File: src/rtl/rgb_fade_ctrl_pkg.sv
// rgb_pkg: shared definitions for the RGB fade controller.
//   PWM_BITS  - width of PWM counter and intensities
//   RATE_BITS - width of the fade-rate field
//   LED_OFF   - pin level that keeps an active-low LED dark
//   fade_state_t - controller FSM encoding
//   fade_step - one linear fade step of a channel toward its target
package rgb_pkg;

    localparam int PWM_BITS  = 8;
    localparam int RATE_BITS = 4;
    localparam logic LED_OFF = 1'b1;

    typedef enum logic {
        ST_IDLE = 1'b0,
        ST_FADE = 1'b1
    } fade_state_t;

    // Move cur toward tgt by rate, landing exactly on tgt when within reach.
    // 9-bit arithmetic so neither direction can wrap.
    function automatic logic [PWM_BITS-1:0] fade_step(
        input logic [PWM_BITS-1:0]  cur,
        input logic [PWM_BITS-1:0]  tgt,
        input logic [RATE_BITS-1:0] rate
    );
        logic [PWM_BITS:0] c9;
        logic [PWM_BITS:0] t9;
        logic [PWM_BITS:0] r9;
        logic [PWM_BITS:0] diff;
        logic [PWM_BITS:0] res;
        c9 = {1'b0, cur};
        t9 = {1'b0, tgt};
        r9 = {{(PWM_BITS + 1 - RATE_BITS){1'b0}}, rate};
        diff = (t9 >= c9) ? (t9 - c9) : (c9 - t9);
        if (diff <= r9)
            res = t9;
        else if (t9 > c9)
            res = c9 + r9;
        else
            res = c9 - r9;
        return res[PWM_BITS-1:0];
    endfunction

endpackage

File: src/rtl/rgb_fade_ctrl_if.sv
// rgb_fade_ctrl_if: colour command valid/ready channel.
//   cmd_valid/cmd_ready - handshake
//   cmd_r/g/b           - target intensities (0 off, 255 max)
//   cmd_rate            - fade step per PWM period, 0 = immediate jump
//   master: command source; slave: rgb_fade_ctrl
interface rgb_fade_ctrl_if;
    import rgb_pkg::*;

    logic                 cmd_valid;
    logic                 cmd_ready;
    logic [PWM_BITS-1:0]  cmd_r;
    logic [PWM_BITS-1:0]  cmd_g;
    logic [PWM_BITS-1:0]  cmd_b;
    logic [RATE_BITS-1:0] cmd_rate;

    modport master (
        output cmd_valid, cmd_r, cmd_g, cmd_b, cmd_rate,
        input  cmd_ready
    );

    modport slave (
        input  cmd_valid, cmd_r, cmd_g, cmd_b, cmd_rate,
        output cmd_ready
    );

endinterface

File: src/rtl/rgb_fade_ctrl_pwm_timebase.sv
// pwm_timebase: prescaler plus 8-bit PWM counter.
//   clk, rst (async active-low)
//   pwm_cnt - advances once every TICK_DIV clocks, wraps 255->0
//   wrap    - high in the clock whose edge ends a PWM period
module pwm_timebase
    import rgb_pkg::*;
#(
    parameter int TICK_DIV = 64
) (
    input  logic                clk,
    input  logic                rst,
    output logic [PWM_BITS-1:0] pwm_cnt,
    output logic                wrap
);

    localparam int PW = (TICK_DIV > 1) ? $clog2(TICK_DIV) : 1;
    localparam logic [PW-1:0] PRESC_MAX = PW'(TICK_DIV - 1);

    logic [PW-1:0] presc;
    logic          tick;

    assign tick = (presc == PRESC_MAX);
    assign wrap = tick && (pwm_cnt == '1);

    always_ff @(posedge clk or negedge rst) begin
        if (!rst) begin
            presc   <= '0;
            pwm_cnt <= '0;
        end else begin
            presc <= tick ? '0 : presc + 1'b1;
            if (tick)
                pwm_cnt <= pwm_cnt + 1'b1;
        end
    end

endmodule

File: src/rtl/rgb_fade_ctrl.sv
// rgb_fade_ctrl: accepts colour commands, fades each channel linearly to
// its target once per PWM period and drives active-low PWM LED pins.
//   clk, rst (async active-low)
//   cmd     - command channel (slave side)
//   busy    - fade in progress
//   led_r/g/b - registered active-low LED drive
module rgb_fade_ctrl
    import rgb_pkg::*;
#(
    parameter int TICK_DIV = 64
) (
    input  logic            clk,
    input  logic            rst,
    rgb_fade_ctrl_if.slave  cmd,
    output logic            busy,
    output logic            led_r,
    output logic            led_g,
    output logic            led_b
);

    fade_state_t          state;
    fade_state_t          state_nxt;
    logic [PWM_BITS-1:0]  pwm_cnt;
    logic                 wrap;
    logic                 accept;
    logic                 all_done;
    logic [RATE_BITS-1:0] rate_q;
    logic [PWM_BITS-1:0]  cmd_val [3];
    logic [PWM_BITS-1:0]  tgt     [3];
    logic [PWM_BITS-1:0]  cur     [3];
    logic [PWM_BITS-1:0]  nxt     [3];
    logic [PWM_BITS-1:0]  duty    [3];
    logic [2:0]           led_q;

    pwm_timebase #(.TICK_DIV(TICK_DIV)) u_timebase (
        .clk     (clk),
        .rst     (rst),
        .pwm_cnt (pwm_cnt),
        .wrap    (wrap)
    );

    assign cmd_val[0] = cmd.cmd_r;
    assign cmd_val[1] = cmd.cmd_g;
    assign cmd_val[2] = cmd.cmd_b;

    assign cmd.cmd_ready = (state == ST_IDLE);
    assign busy          = (state == ST_FADE);
    assign accept        = cmd.cmd_valid && (state == ST_IDLE);

    always_comb begin
        all_done = 1'b1;
        for (int unsigned i = 0; i < 3; i++) begin
            nxt[i] = fade_step(cur[i], tgt[i], rate_q);
            if (nxt[i] != tgt[i])
                all_done = 1'b0;
        end
    end

    always_ff @(posedge clk or negedge rst) begin
        if (!rst)
            state <= ST_IDLE;
        else
            state <= state_nxt;
    end

    always_comb begin
        state_nxt = state;
        case (state)
            ST_IDLE: if (accept && (cmd.cmd_rate != '0)) state_nxt = ST_FADE;
            ST_FADE: if (wrap && all_done)               state_nxt = ST_IDLE;
            default: state_nxt = ST_IDLE;
        endcase
    end

    // duty samples cur before this edge's update, so a wrap that coincides
    // with an accept or a fade step shows the new level one period later.
    always_ff @(posedge clk or negedge rst) begin
        if (!rst) begin
            rate_q <= '0;
            led_q  <= {3{LED_OFF}};
            for (int unsigned i = 0; i < 3; i++) begin
                tgt[i]  <= '0;
                cur[i]  <= '0;
                duty[i] <= '0;
            end
        end else begin
            if (accept)
                rate_q <= cmd.cmd_rate;
            for (int unsigned i = 0; i < 3; i++) begin
                if (accept) begin
                    tgt[i] <= cmd_val[i];
                    if (cmd.cmd_rate == '0)
                        cur[i] <= cmd_val[i];
                end else if ((state == ST_FADE) && wrap) begin
                    cur[i] <= nxt[i];
                end
                if (wrap)
                    duty[i] <= cur[i];
                led_q[i] <= !(pwm_cnt < duty[i]);
            end
        end
    end

    assign led_r = led_q[0];
    assign led_g = led_q[1];
    assign led_b = led_q[2];

endmodule

File: src/flat_wrapper.sv
// flat-port wrapper written by rule: the top's interface ports become plain ports
module rgb_fade_ctrl_flat import rgb_pkg::*;
#(
    parameter int TICK_DIV = 64
)
  (clk, rst, busy, led_r, led_g, led_b, cmd_cmd_valid, cmd_cmd_r, cmd_cmd_g, cmd_cmd_b, cmd_cmd_rate, cmd_cmd_ready);
  rgb_fade_ctrl_if cmd_i ();
  input  logic clk;
  input  logic rst;
  output logic busy;
  output logic led_r;
  output logic led_g;
  output logic led_b;
  input wire logic [$bits(cmd_i.cmd_valid)-1:0] cmd_cmd_valid;
  input wire logic [$bits(cmd_i.cmd_r)-1:0] cmd_cmd_r;
  input wire logic [$bits(cmd_i.cmd_g)-1:0] cmd_cmd_g;
  input wire logic [$bits(cmd_i.cmd_b)-1:0] cmd_cmd_b;
  input wire logic [$bits(cmd_i.cmd_rate)-1:0] cmd_cmd_rate;
  output wire logic [$bits(cmd_i.cmd_ready)-1:0] cmd_cmd_ready;
  assign cmd_i.cmd_valid = cmd_cmd_valid;
  assign cmd_i.cmd_r = cmd_cmd_r;
  assign cmd_i.cmd_g = cmd_cmd_g;
  assign cmd_i.cmd_b = cmd_cmd_b;
  assign cmd_i.cmd_rate = cmd_cmd_rate;
  assign cmd_cmd_ready = cmd_i.cmd_ready;
  rgb_fade_ctrl #(.TICK_DIV(TICK_DIV)) u_core (.clk(clk), .rst(rst), .cmd(cmd_i), .busy(busy), .led_r(led_r), .led_g(led_g), .led_b(led_b));
endmodule
File: config.mk
export PLATFORM = sky130hd
export DESIGN_NAME = rgb_fade_ctrl_flat
export DESIGN_NICKNAME = d
export VERILOG_FILES = /design/src/rtl/rgb_fade_ctrl_pkg.sv /design/src/rtl/rgb_fade_ctrl_if.sv /design/src/rtl/rgb_fade_ctrl_pwm_timebase.sv /design/src/rtl/rgb_fade_ctrl.sv /design/src/flat_wrapper.sv
export SDC_FILE = /design/constraint.sdc
export NUM_CORES = 1
export LEC_CHECK = 0
export ABC_AREA = 1
export CAP_MARGIN = 30
export CORE_MARGIN = 2
export CORE_UTILIZATION = 57
export CTS_CLUSTER_SIZE = 14
export DETAILED_ROUTE_END_ITERATION = 16
export GPL_TIMING_DRIVEN = 0
export PLACE_DENSITY = 0.79
export SLEW_MARGIN = 20
export SYNTH_ARGS = -nofsm -noshare
export SYNTH_HDL_FRONTEND = slang
export SYNTH_SLANG_ARGS = --single-unit
File: constraint.sdc
create_clock -name clk -period 3.2 [get_ports clk]
set_input_delay 0.96 -clock clk [delete_from_list [all_inputs] [get_ports clk]]
set_output_delay 0.96 -clock clk [all_outputs]
set_load 0.01 [all_outputs]
# == After elaboration in Yosys (flattened, before gate mapping) ==
# Cells that the tools add are included.
# totals
register_bits,94
in_bits,31
output_inout_bits,5
wordCells,84
# classes
addsub,14
magnitude_cmp,12
eq_ne,6
mux,25
n_bitwise,1
reduce_logical,12
# ops
operator,n
8-bit two-way mux,15
8-bit by 8-bit subtractor with 9-bit output,6
9-bit by 4-bit less-or-equal comparator with 1-bit output,3
9-bit two-way mux,3
8-bit by 4-bit adder with 8-bit output,3
8-bit >= comparator,3
8-bit greater-than comparator,3
8-bit less-than comparator,3
8-bit != test,3
8-bit by 4-bit subtractor with 8-bit output,3
8-bit by 1-bit adder with 8-bit output (second input constant),1
8-bit == test (second input constant),1
6-bit by 1-bit adder with 6-bit output (second input constant),1
6-bit == test (second input constant),1
6-bit two-way mux,1
1-bit logical AND,5
1-bit two-way mux,5
4-bit zero test,1
4-bit nonzero test,1
1-bit zero test,3
2-bit != test (second input constant),1
1-bit one-hot mux with 2 select lines,1
2-bit AND reduction,1
2-bit nonzero test,1
1-bit inverter,1

# == Logic depth before layout (Yosys ltp) ==
# Gate-level depths: netlist (run 1).
# depth
ltp_word,11
depth_mapped,31
mapped_depth_nobuf,29

# == Cells and area by module ==
# Synthesis (run 1) repeated with hierarchy kept, for this count alone.
# hier_totals
cells_unflattened,1282
hier_area_um2,8854.7
# modules_own_cells
module,n_inst,cells_each,area_per_inst_um2,seq_area_each_um2
rgb_fade_ctrl,1,1200,8142.8,2005.7
pwm_timebase,1,82,711.9,350.3

# == Worst setup path after synthesis (run 1) ==
# OpenSTA, ideal clock, no wires.
# synth_timing
kind,register to register
start,register u_core.cur[17] (netlist name)
end,register u_core.state (netlist: u_core.busy)
setup_time_ps,117
t_arrival_ps,3371
t_required_ps,3083
slack_ps,-288
path_stages_with_launch,27
path_buffers,1
synth_period_minus_slack_ps,3488
cell_sequence,dfrtp_1 -> inv_1 -> ha_1 -> nand2_1 -> nor2_1 -> nand3_2 -> nand4_4 -> mux2i_1 -> xor2_1 -> inv_1 -> ha_1 -> a21oi_1 -> o21ai_0 -> a21o_1 -> nand2_1 -> nand2_1 -> nor2_1 -> nand3_2 -> buf_6 -> nand3_1 -> nand3_1 -> nor2_1 -> nand2_1 -> nor2_1 -> nand3_1 -> nand2_1 -> nand2_1
# synth_between
elab_chain_len,11
word_cells_on_any_way,17
classes_between,4 x add/sub; 3 x order compare; 1 x eq/ne; 8 x mux; 1 x reduce/logical
# synth_rtl
element,line,rtl
"start, declared",rgb_fade_ctrl.sv:30,logic [PWM_BITS-1:0] cur [3];
"start signal, assigned by index",rgb_fade_ctrl.sv:93,cur[i] <= cmd_val[i];
"start signal, assigned by index",rgb_fade_ctrl.sv:95,cur[i] <= nxt[i];
8-bit by 8-bit subtractor with 9-bit output / 8-bit >= comparator (equally long branches),rgb_fade_ctrl_pkg.sv:33,diff = (t9 >= c9) ? (t9 - c9) : (c9 - t9);
9-bit two-way mux,rgb_fade_ctrl_pkg.sv:33,
9-bit by 4-bit less-or-equal comparator with 1-bit output,rgb_fade_ctrl_pkg.sv:34,if (diff <= r9)
8-bit two-way mux *,rgb_fade_ctrl_pkg.sv:34,
8-bit != test *,rgb_fade_ctrl.sv:54,if (nxt[i] != tgt[i])
1-bit two-way mux * (3 in a row),rgb_fade_ctrl.sv:54,
1-bit logical AND *,rgb_fade_ctrl.sv:70,ST_FADE: if (wrap && all_done) state_nxt = ST_IDLE;
1-bit two-way mux *,rgb_fade_ctrl.sv:70,
1-bit one-hot mux with 2 select lines *,rgb_fade_ctrl.sv:68,case (state)
named net u_core.state_nxt,rgb_fade_ctrl.sv:22,fade_state_t state_nxt;
"end signal, assigned",rgb_fade_ctrl.sv:63,state <= state_nxt;
"end, declared",rgb_fade_ctrl.sv:21,fade_state_t state;
# Mark *: on every way through the listed nets, which the timed path passes. The rest lies on a longest branch.
# A chain may end at the register's enable or synchronous reset.

# == Worst setup path after layout (run 1) ==
# layout_timing
start,register u_core.cur[21] (netlist name)
end,register u_core.state (netlist: u_core.busy)
# Same word-level chain as after synthesis.

==> summary.md, run 1 <==
CTS
* **CTS Sinks** 94
* **clock latency reported for the late side of the worst-skew pair** 0.36 ns
* **CTS tree** yes
* **cell at the root of the clock tree** sky130_fd_sc_hd__clkbuf_16
* **number of hold-repair buffers added at the cts stage** 0
* **buffers from clock root to sink, at most** 2
* **maximum level of the CTS H-tree** 3
* **number of buffers created by CTS** 9
* **CTS clock-pin slew for the worst setup and hold paths** 0.07 ns

Setup path
* **CP max FO** 7
* **library cell appearing most often on the critical path** sky130_fd_sc_hd__nand2_1
* **CP peak stage delay** 0.36 ns
* **CP Launch Point** u_core.cur[21]$_DFFE_PN0P_
* **largest delay contributor family on the critical path** simple AND/OR/NAND/NOR gates
* **worst reg2reg startpoint** u_core.cur[21]$_DFFE_PN0P_
* **Worst EP required** 3.46 ns
* **class of the most critical setup path** flop to flop
* **data arrival time at the worst-slack endpoint** 4.20 ns
* **FF-to-FF setup slack** -0.75 ns
* **library cell contributing the largest single delay on the critical path** sky130_fd_sc_hd__dfrtp_1
* **critical path endpoint category** flop
* **type of origin of the critical path** flop
* **CP Depth** 26
* **buffers plus inverters on the worst setup path** 3
* **number of cell instances on the worst register-to-register path** 26

Timing
* **Least-Margin Pin Slew** 0.663 ns
* **setup-violating endpoint count in the final report** 25
* **unrepaired setup endpoints after global routing** yes
* **final sum of negative setup slack** -11.66 ns
* **final count of hold timing violations** 0
* **upper clock frequency limit** 253 MHz
* **max_slew headroom** 55.8%
* **period utilization** 123%
* **Worst Setup Slack, final** -0.747 ns
* **Pins Over Slew Limit** 0
* **minimum clock period after layout** 3.95 ns
* **final clock skew** 0.00837 ns

Outcome
* **outcome** finished with violations
* **violations in the final reports** negative setup slack

Die
* **height of the chip** 128 um
* **number of I/O pins** 36
* **die area** 16500 um2
* **initial standard-cell utilization of the core** 58.1%
* **Cell Rows** 45
* **standard cell core area** 15100 um2
* **horizontal die dimension** 128 um

Routing
* **DRC errors left** 0
* **Antenna Violating Nets Remaining** 0
* **DRT iter0 DRCs** 914
* **number of iterations in the first detailed-routing pass** 6
* **DR vias/cell** 5.83
* **wire length per cell after detailed routing** 17.6 um
* **total via count in the routed design** 9563
* **wire length after detailed routing** 28800 um

Job
* **maxcap violations** 0

Placed design
* **half-perimeter wire length after placement** 19300 um
* **total of buffers placed on input and output ports** 35
* **final weighted congestion in routability-driven placement** 0.942

Finish
* **fraction of final layout cells sized beyond drive strength 1** 23.5%
* **post-layout net count** 1594
* **leading cell type in the layout, fill and taps excluded** sky130_fd_sc_hd__nand2_1
* **Area growth, synth to finish** 30.4%
* **commonest cells after routing, fill and taps aside** sky130_fd_sc_hd__nand2_1, sky130_fd_sc_hd__inv_1, sky130_fd_sc_hd__buf_4, sky130_fd_sc_hd__nand3_1, sky130_fd_sc_hd__ha_1
* **ant diodes** 0

Logic synthesis
* **count of cell types in the netlist** 39
* **Ys Warns** 0
* **netlist area before placement** 8810 um2
* **average size of a mapped cell** 6.90 um2
* **Top FF cell, synth** sky130_fd_sc_hd__dfrtp_1
* **number of standard cells after synthesis** 1276
* **syn_nets** 1422
* **EDFF count, synth** 0
* **sequential cell area fraction in the yosys report** 26.8%
* **number of register bits inferred by synthesis** 94
* **proportion of register bits with asynchronous set or reset after synthesis** 100%

Power and ir drop
* **clock network power share** 46.1%
* **combinational cell fraction of total power** 2.8%
* **sequential power share** 51.1%
* **net switching share of the total power** 24.1%
* **PnR Total Power** 2.32 mW
* **Leakage** 5.90 nW
* **power density of the placed cells** 202 nW/um2
* **switching power of the nets** 0.560 mW
* **largest voltage drop on the vdd net** 0.254 mV
* **Internal Pwr Total** 1.76 mW

GRT
* **global route overflow** 0
* **number of antenna violations at the first check in global routing** 0
* **vias in the first global route** 8969
* **wire length of the first global-routing pass** 43800 um
* **overall routing resource usage** 33.7%
* **pin count of the biggest net entering global routing** 78

Min path
* **worst hold path type** primary input to async pin

==> worst reg2reg max path, cell delays in order, from the launching register on <==
cell and delay, ns:
sky130_fd_sc_hd__dfrtp_1 0.36, sky130_fd_sc_hd__inv_1 0.08, sky130_fd_sc_hd__ha_4 0.34, sky130_fd_sc_hd__nand2_2 0.10
sky130_fd_sc_hd__nor2_4 0.13, sky130_fd_sc_hd__nand3_2 0.12, sky130_fd_sc_hd__nand4_4 0.14, sky130_fd_sc_hd__mux2i_1 0.26
sky130_fd_sc_hd__xor2_1 0.18, sky130_fd_sc_hd__inv_1 0.09, sky130_fd_sc_hd__ha_4 0.25, sky130_fd_sc_hd__a21oi_2 0.12
sky130_fd_sc_hd__o21ai_1 0.08, sky130_fd_sc_hd__a21o_1 0.16, sky130_fd_sc_hd__nand2_1 0.08, sky130_fd_sc_hd__nand2_1 0.06
sky130_fd_sc_hd__nor2_1 0.10, sky130_fd_sc_hd__nand3_2 0.19, sky130_fd_sc_hd__buf_6 0.21, sky130_fd_sc_hd__nand3b_1 0.08
sky130_fd_sc_hd__nand2_1 0.06, sky130_fd_sc_hd__nor2_2 0.16, sky130_fd_sc_hd__nand2_1 0.08, sky130_fd_sc_hd__nor2_1 0.10
sky130_fd_sc_hd__nand3_1 0.15, sky130_fd_sc_hd__nand2_1 0.09, sky130_fd_sc_hd__nand2_1 0.05
==> power groups by stage <==
stage | Combinational (mW) | Sequential (mW) | Clock (mW)
after global placement | 0.0623 | 1.21 | 0
after global routing | 0.0733 | 1.19 | 1.10
after detailed placement | 0.0676 | 1.21 | 0
after floorplan | 0.000276 | 1.21 | 0
final | 0.0659 | 1.19 | 1.07
after CTS | 0.0676 | 1.19 | 1.06
==> final cells by class <==
cell class | instances | area [um2]
plain buffers | 26 | 168
clock buffers | 10 | 229
clock inverters | 6 | 52.6
fillers | 1048 | 3660
inverters | 203 | 772
multi-input cells | 946 | 6230
flip-flops and latches | 94 | 2370
well taps | 188 | 235
repair buffers | 168 | 1420
==> final timing paths <==
kind | end
worst max-delay path | u_core.busy$_DFF_PN0_
worst min-delay path | u_core.u_timebase.presc[4]$_DFF_PN0_
worst max register to register | u_core.busy$_DFF_PN0_
worst min register to register | u_core.u_timebase.presc[0]$_DFF_PN0_
min in group clk | u_core.u_timebase.presc[0]$_DFF_PN0_
max in group asynchronous | u_core.cur[17]$_DFFE_PN0P_
==> timing repair <==
action | 4_1_cts | 5_1_grt
resized for setup | 125 | 80
pin swaps | 64 | 74
buffers inserted | 81 | 47
cloned | 6 | 0
endpoints found under the hold margin | 0 | 0
setup endpoints to repair | 25 | 25
==> layer usage <==
metal	up-vias	GRT usage, %	routed length (um)
li1	4495	-	-
met3	116	5.09	2620
met5	-	0	0
met4	0	14.2	1270
met1	4412	44.4	11600
met2	540	55.4	13300
==> kinds of logic after synthesis <==
logic type | count (synthesis) | share of synthesized area [%]
AOI/OAI and AO/OA | 211 | 13.4
xor gates and xnor gates | 37 | 3.68
DFF | 94 | 26.8
buffers and inverters | 236 | 10.7
adders and majority gates | 115 | 17.1
muxes | 1 | 0.114
and+or+nand+nor | 582 | 28.2
==> per-stage QoR <==
stage                     std cells  utilization, %  hold WS, ns  worst slack (ns)  cell area, um2
final                          1641            75.8        0.423            -0.747           11500
after global routing           1641            75.8        0.433            -0.917           11500
after floorplan                1276               -        0.433            -0.126            9010
after global placement         1499            63.3        0.448             -2.32            9590
after detailed placement       1500            63.5        0.453            -0.976            9620
after CTS                      1601            72.6        0.427            -0.593           11000
==> state kept, by name (all words and copies together) (netlist names) <==
name,count
u_core.led_q,3
u_core.busy,1
u_core.rate_q,4
u_core.duty,24
u_core.u_timebase.presc,6
u_core.u_timebase.pwm_cnt,8
u_core.cur,24
u_core.tgt,24
==> synth_stat cells, types with 6 or more instances <==
master                     number  area share, %
sky130_fd_sc_hd__nor2_1        72            3.1
sky130_fd_sc_hd__nand4_1       16            1.1
sky130_fd_sc_hd__ha_1         106             15
sky130_fd_sc_hd__xnor2_1        6           0.60
sky130_fd_sc_hd__buf_2         11           0.63
sky130_fd_sc_hd__a31oi_1       25            1.8
sky130_fd_sc_hd__nand3b_1      12            1.0
sky130_fd_sc_hd__o21ai_0       90            5.1
sky130_fd_sc_hd__nand3_1       93            5.3
sky130_fd_sc_hd__dfrtp_1       91             26
sky130_fd_sc_hd__o211ai_1      29            2.5
sky130_fd_sc_hd__clkbuf_1      15           0.64
sky130_fd_sc_hd__fa_1           9            2.0
sky130_fd_sc_hd__xor2_1        31            3.1
sky130_fd_sc_hd__nand2_1      364             16
sky130_fd_sc_hd__inv_1        196            8.4
sky130_fd_sc_hd__a21oi_1       56            3.2
Power figures use the tool's default switching activity.
==> run 2, diff against run 1 <==
--- a/config.mk
+++ b/config.mk
@@ -9,6 +9,7 @@
 export CAP_MARGIN = 30
 export CORE_MARGIN = 2
 export CORE_UTILIZATION = 57
+export CTS_CLUSTER_DIAMETER = 150
 export CTS_CLUSTER_SIZE = 14
 export DETAILED_ROUTE_END_ITERATION = 16
 export GPL_TIMING_DRIVEN = 0
==> results of run 2 <==
The final DEF is identical to that of run 1; final timing and power are the same.
